[src/rtl/inst_queue.sv]
// Instruction buffer between fetch and decode: circular FIFO of (pc, inst) with epoch-based stale drop.
// Optional zero-latency empty-queue bypass enabled by defining INST_QUEUE_BYPASS_EN.
module inst_queue #(
  parameter int DEPTH = 4
) (
  input  logic                     clk,
  input  logic                     reset,
  input  logic                     flush,
  output logic                     cur_epoch,
  input  logic                     in_valid,
  output logic                     in_ready,
  input  logic [31:0]              in_pc,
  input  logic [31:0]              in_inst,
  input  logic                     in_epoch,
  output logic                     out_valid,
  input  logic                     out_ready,
  output logic [31:0]              out_pc,
  output logic [31:0]              out_inst,
  output logic [$clog2(DEPTH):0]   count
);

  localparam int PW = $clog2(DEPTH);
  localparam int CW = PW + 1;
  localparam logic [CW-1:0] DEPTH_C = CW'(DEPTH);

  // Handshakes: a transfer happens on the rising edge where valid && ready are both high.
  // in_ready depends only on occupancy and reset, never on out_ready or in_valid.

  logic [63:0]    mem [DEPTH];
  logic [PW-1:0]  rd;
  logic [PW-1:0]  wr;
  logic           epoch_match;
  logic           byp;
  logic           enq;
  logic           pop;
  logic           not_empty;

  assign epoch_match = (in_epoch == cur_epoch);
  assign not_empty   = (count != '0);
  assign in_ready    = !reset && (count < DEPTH_C);

`ifdef INST_QUEUE_BYPASS_EN
  assign byp = !not_empty && in_valid && in_ready && epoch_match && !flush;
`else
  assign byp = 1'b0;
`endif

  always_comb begin
    out_valid = 1'b0;
    out_pc    = '0;
    out_inst  = '0;
    if (not_empty) begin
      out_valid = !flush;
      out_pc    = mem[rd][63:32];
      out_inst  = mem[rd][31:0];
    end else if (byp) begin
      out_valid = 1'b1;
      out_pc    = in_pc;
      out_inst  = in_inst;
    end
  end

  // A bypassed response consumed by decode in the same cycle is never written.
  assign enq = in_valid && in_ready && !flush && epoch_match && !(byp && out_ready);
  assign pop = out_valid && out_ready && not_empty;

  always_ff @(posedge clk) begin
    if (reset) begin
      rd        <= '0;
      wr        <= '0;
      count     <= '0;
      cur_epoch <= 1'b0;
    end else if (flush) begin
      rd        <= '0;
      wr        <= '0;
      count     <= '0;
      cur_epoch <= ~cur_epoch;
    end else begin
      if (enq) wr <= wr + PW'(1);
      if (pop) rd <= rd + PW'(1);
      count <= count + CW'(enq) - CW'(pop);
    end
  end

  always_ff @(posedge clk) begin
    if (enq) mem[wr] <= {in_pc, in_inst};
  end

endmodule
[config.mk]
export PLATFORM = sky130hd
export DESIGN_NAME = inst_queue
export DESIGN_NICKNAME = d
export VERILOG_FILES = /design/src/rtl/inst_queue.sv
export SDC_FILE = /design/constraint.sdc
export NUM_CORES = 1
export LEC_CHECK = 0
export ABC_AREA = 1
export CORE_ASPECT_RATIO = 0.6
export CORE_MARGIN = 3
export CORE_UTILIZATION = 59
export DETAILED_ROUTE_END_ITERATION = 10
export PLACE_DENSITY_LB_ADDON = 0.3
export SLEW_MARGIN = 25
export SYNTH_ARGS = -nofsm -noshare
export SYNTH_HDL_FRONTEND = slang
export SYNTH_SLANG_ARGS = --single-unit
[constraint.sdc]
create_clock -name clk -period 7 [get_ports clk]
set_input_delay 1.05 -clock clk [delete_from_list [all_inputs] [get_ports clk]]
set_output_delay 1.05 -clock clk [all_outputs]
set_load 0.02 [all_outputs]
==> flow_summary_export.csv, run 1 <==
group,metric,value,unit
setup_path,r2r_end,"mem[1][34]",
clocking,cts.sinks,266,
route,drt_iter0_markers,645,
setup_path,cp.required,5.95,ns
global_routing,grt_pass1_wl,34.2,mm
clocking,hold_buffers,0,
floorplan,dieArea,19400,µm²
place,gp_congestion,0.766,
layout,final_cell_area,12700,µm²
yosys,synth_flop_cell,"edfxtp_1",
route,wirelength,22.1,mm
sta,fin_crit_sh,65.4,%
layout,finish.net_count,1038,
layout,area_growth_syn_to_layout,21.6,%
layout,fin_cells,1211,
worst_hold_path,worstHoldStart,"cur_epoch",
clocking,htreeDepth,1,
route,drc,0,
setup_path,setup.worst_path.start_class,"register",
sta,grt_setup_unrepaired,"false",
layout,finalCoreUtilization,73.8,%
setup_path,max_stage_delay,0.69,ns
yosys,synth-async-reset-ratio,0,%
yosys,ys_ff_latch,266,
clocking,cts_resized,0,
clocking,post-cts-setup-buffers,0,
global_routing,antenna_found_initial,0,
yosys,ys_types,22,
sta,setup_tns,0,ns
yosys,ys_seq_area_share,75.3,%
layout,multi_input_area,2230,µm²
yosys,synth_nets,913,
clocking,cts_tree,"done",
floorplan,die_w,178,µm
global_routing,grt_overflow,0,
worst_hold_path,holdPathStages,2,
setup_path,critPathSlowestCell,"inv_2",
yosys,synth_area,10500,µm²
route,vias,6731,
clocking,numCtsBuffers,23,
layout,fillers,1100,
power_and_ir_drop,power_density,250,nW/µm²
clocking,clock_latency,0.51,ns
sta,drv_slew,0,
layout,layout_commonest_cell,"nor2_1",
route,drt-wirelength-per-cell,18.3,µm
setup_path,r2r_slack,4.29,ns
sta,holdWs,0.501,ns
yosys,ys_warn_count,0,
clocking,cts_root_buf,"clkbuf_16",
place,port_buffers,139,
yosys,synth_edf_count,256,
run_status,status,"finished clean",
global_routing,grt.total_usage,22.9,%
floorplan,num_io_pins,140,
yosys,syn_avg_cell_area,12.5,µm²
setup_path,end_kind,"output pin",
layout,drive_above_1_share,5.22,%
clocking,cts_buffer_depth,3,
place,place_inst,1170,
layout,regArea,7890,µm²
route,postRouteAntennaNets,0,
run,timing.max_cap.violations,0,
power_and_ir_drop,ir_drop,0.000167,V
sta,setup_viol,0,
setup_path,r2r_cells,6,
floorplan,die_h,109,µm
sta,relSlewSlack,32.2,%
place,dp_hpwl,12.9,mm
setup_path,timing.rr.start,"count[2]",
global_routing,grt_max_degree,95,
sta,hold_viol,0,
sta,layout_min_cycle_time,4.58,ns
worst_hold_path,min_path_type,"register to register",
power_and_ir_drop,p_leak,4.28,nW
setup_path,path_max_fanout,66,
yosys,netlist_instances,836,
sta,clock_skew,0.0125,ns
floorplan,rows,37,
place,dpl_cell_area,12000,µm²
clocking,path_clk_slew,0.07,ns
floorplan,start_util,60.7,%
route,vias_per_cell,5.56,
sta,max_freq,218,MHz
setup_path,path_class,"register to output pin",
layout,layout_common_cells,"nor2_1, edfxtp_1, clkdlybuf4s50_1",
setup_path,cp_data_arrival_time,3.53,ns
setup_path,path_cells,"inv_2 > buf_4 > o21ai_0 > a21oi_1 > clkdlybuf4s50_1",
sta,tightest_slew,1.01,ns
layout,diodes,0,
floorplan,coreArea,17300,µm²
route,dr.pass1.iters,5,
worst_hold_path,hold_end,"cur_epoch",
global_routing,first_global_vias,6600,
==> cell type report <==
cell class | count | area share (%)
Timing Repair Buffer | 148 | 11.4
Clock buffer | 29 | 4.69
Multi-Input combinational cell | 499 | 17.5
Inverter | 23 | 0.677
Tap cell | 234 | 2.30
Clock inverter | 12 | 1.42
Sequential cell | 266 | 61.9
==> layer usage <==
metal | vias up | track usage, % | routed length (µm)
met5 | - | 0 | 0
li1 | 3181 | - | -
met3 | 29 | 4.77 | 1980
met2 | 291 | 36.5 | 10100
met1 | 3230 | 33.0 | 9640
met4 | 0 | 5.71 | 378
==> sequential cells by signal, summed over array words and instances (netlist names), named ones only <==
signal,count
mem,256
count,3
rd,2
wr,2
cur_epoch,1
==> logic make-up after synthesis <==
logic type | after synthesis | share of synthesized area (%)
flops | 266 | 75.3
buf+inv | 71 | 3.68
compound gates | 195 | 9.32
simple gates | 297 | 10.8
fa+ha+maj | 7 | 0.908
==> synthesized netlist by cell type (2+ instances only) <==
master,n,share of area (%)
inv_1,21,0.75
ha_1,6,0.72
edfxtp_1,256,73
buf_6,11,1.2
buf_4,5,0.36
buf_1,3,0.11
dfxtp_1,10,1.9
buf_2,14,0.67
nand3_1,3,0.14
a21oi_1,67,3.2
nand2_1,15,0.54
nor2_2,2,0.12
o21ai_1,12,0.57
clkbuf_1,15,0.54
inv_2,2,0.072
o21ai_0,116,5.5
nor2_1,273,9.8
==> metrics by stage <==
step | setup WS [ns] | power [mW]
floorplan | 2.32 | 1.83
global placement | 2.98 | 1.91
detailed placement | 2.95 | 1.91
CTS | 2.44 | 3.21
global route | 2.24 | 3.28
finish | 2.42 | 3.19
==> power breakdown <==
group | switching [mW] | internal, mW | total, mW
clock network | 0.526 | 0.789 | 1.31
registers | 0.00315 | 1.75 | 1.76
logic | 0.0625 | 0.0553 | 0.118
==> critical path: cells and delay by family (launching register included) <==
| family | cells | cell delay (ns) |
|---|---|---|
| flip-flops | 1 | 0.46 |
| AO/OA/AOI/OAI | 2 | 0.51 |
| buffers and inverters | 3 | 1.97 |
==> how the worst max path moves through the flow <==
stage,start,to
final,register,out_pc[8]
after global routing,register,out_pc[6]
after CTS,register,out_pc[6]
after detailed placement,register,out_pc[6]
after global placement,register,out_pc[8]
after floorplan,flush,mem[0][0]
No activity file was read; power rests on OpenSTA's default activity.
==> run 2: changes to the inputs <==
--- a/config.mk
+++ b/config.mk
@@ -8,7 +8,7 @@
 export ABC_AREA = 1
 export CORE_ASPECT_RATIO = 0.6
 export CORE_MARGIN = 3
-export CORE_UTILIZATION = 59
+export CORE_UTILIZATION = 49
 export DETAILED_ROUTE_END_ITERATION = 10
 export PLACE_DENSITY_LB_ADDON = 0.3
 export SLEW_MARGIN = 25
==> constraint.sdc (replaced) <==
create_clock -name clk -period 3.7 [get_ports clk]
set_input_delay 0.555 -clock clk [delete_from_list [all_inputs] [get_ports clk]]
set_output_delay 0.555 -clock clk [all_outputs]
set_load 0.02 [all_outputs]
==> run 2 against run 1 <==
Against the previous run:
- global-route usage is 4.2 points lower
- critical endpoint is now out_inst[11]
- design area is 1.7% higher
- largest cell class unchanged
- sequential power is 89% higher
- via count is 2.1% lower
- hold slack worse by 0.0034 ns
- die area is 19% higher
- first-iteration DRC count is 18% lower
- sequential share of layout area is 1.0 points lower
- utilization is 10 points lower
==> flow_summary_export.csv, run 2 (synthesis gave the netlist of run 1 again) <==
group,metric,value,unit
run_status,status,"finished clean",
sta,drv_slew,0,
setup_path,path_class,"register to output pin",
layout,regArea,7890,µm²
sta,tightest_slew,0.827,ns
route,drc,0,
place,gp_congestion,0.726,
sta,relSlewSlack,44.9,%
sta,holdWs,0.497,ns
route,vias,6588,
sta,clock_skew,0.0134,ns
layout,largest_reg_flops,256,
global_routing,grt_pass1_wl,34.9,mm
layout,drive_above_1_share,6.50,%
setup_path,max_stage_delay,0.66,ns
sta,setup_tns,0,ns
sta,grt_setup_unrepaired,"false",
power_and_ir_drop,power_density,466,nW/µm²
floorplan,rows,40,
run,timing.max_cap.violations,0,
power_and_ir_drop,p_leak,4.37,nW
route,wirelength,22.1,mm
floorplan,die_h,119,µm
layout,largestRegisters,"mem (256), count (3)",
power_and_ir_drop,ir_drop,0.000282,V
clocking,cts_buffer_depth,3,
floorplan,start_util,51.2,%
setup_path,cp_data_arrival_time,2.64,ns
setup_path,cp.required,3.14,ns
sta,fin_crit_sh,86.5,%
layout,multi_input_area,2230,µm²
route,dr.pass1.iters,5,
route,vias_per_cell,5.24,
layout,diodes,0,
sta,max_freq,313,MHz
power_and_ir_drop,pwr-share-seq,55.0,%
power_and_ir_drop,intPower,4.87,mW
floorplan,die_w,195,µm
layout,layout_common_cells,"nor2_1, edfxtp_1, clkdlybuf4s50_1",
clocking,post-cts-setup-buffers,0,
global_routing,first_global_vias,6348,
setup_path,setup.worst_path.start_class,"register",
sta,setup_viol,0,
floorplan,dieArea,23200,µm²
layout,area_growth_syn_to_layout,23.7,%
worst_hold_path,min_path_type,"register to register",
route,drt-wirelength-per-cell,17.6,µm
power_and_ir_drop,power_switching,1.17,mW
global_routing,grt_max_degree,129,
sta,hold_viol,0,
setup_path,critPathSlowestCell,"clkdlybuf4s50_1",
clocking,numCtsBuffers,24,
clocking,htreeDepth,1,
sta,layout_min_cycle_time,3.20,ns
floorplan,num_io_pins,140,
layout,layout_commonest_cell,"nor2_1",
setup_path,path_max_fanout,66,
layout,top_register,"mem",
route,drt_iter0_markers,526,
place,port_buffers,139,
clocking,cts_root_buf,"clkbuf_16",
clocking,cts_resized,0,
clocking,cts.sinks,266,
power_and_ir_drop,pwr-share-comb,3.8,%
global_routing,antenna_found_initial,1,
floorplan,coreArea,20500,µm²
layout,fillers,1569,
power_and_ir_drop,p_clk_share,41.2,%
power_and_ir_drop,netSwitchingFraction,19.4,%
place,dp_hpwl,12.4,mm
global_routing,grt.total_usage,18.7,%
clocking,cts_tree,"done",
clocking,path_clk_slew,0.07,ns
layout,finish.net_count,1044,
route,postRouteAntennaNets,0,
clocking,hold_buffers,0,
global_routing,grt_overflow,0,
clocking,clock_latency,0.51,ns
setup_path,end_kind,"output pin",
setup_path,path_cells,"clkinv_2 > buf_12 > o21ai_0 > a21oi_1 > clkdlybuf4s50_1",
## run 2: layout make-up
class | count | area share, %
Clock buffer | 26 | 4.86
Timing Repair Buffer | 153 | 12.4
Clock inverter | 18 | 1.28
Sequential cell | 266 | 60.9
Multi-Input combinational cell | 499 | 17.2
Inverter | 23 | 0.676
Tap cell | 273 | 2.64
## run 2: power by group through the flow
stage,sequential (mW),clock [mW],combinational [mW]
finish,3.32,2.49,0.227
global route,3.32,2.66,0.246
CTS,3.32,2.52,0.228
detailed placement,3.39,0,0.227
global placement,3.39,0,0.223
floorplan,3.39,0,0.0676
## run 2: final timing paths
kind	start	cells after the start	to	slack, ns
worst min register to register	rd[1]	2	register	0.50
worst max register to register	count[2]	10	count[2]	1.49
worst min-delay path	rd[1]	2	register	0.50
worst max-delay path	register	5	out_inst[11]	0.50
## run 2: through the flow
step	power [mW]	std cells	utilization [%]	area, µm²	setup WS, ns
final	6.04	1258	63.3	13000	0.501
after CTS	6.07	1258	63.3	13000	0.494
after floorplan	3.46	836	-	10500	-0.484
after detailed placement	3.61	1214	59.4	12200	0.675
after global routing	6.22	1258	63.3	13000	0.332
after global placement	3.61	1214	59.4	12200	0.753
## run 2: critical path: cells and delay by family, from the launching register on
family                 cells  cell delay [ns]
AOI/OAI and AO/OA          2             0.43
buffers and inverters      3             1.29
DFF                        1             0.36
## run 2: per-layer routing
| metal | up-vias | global-route usage (%) | share of wire, % | wire (µm) |
|---|---|---|---|---|
| li1 | 3200 | - | - | - |
| met1 | 3168 | 27.8 | 46 | 10100 |
| met2 | 195 | 29.3 | 45 | 10000 |
| met3 | 23 | 3.93 | 7.6 | 1670 |
| met4 | 2 | 3.29 | 1.2 | 260 |
| met5 | - | 0 | 0.041 | 9 |
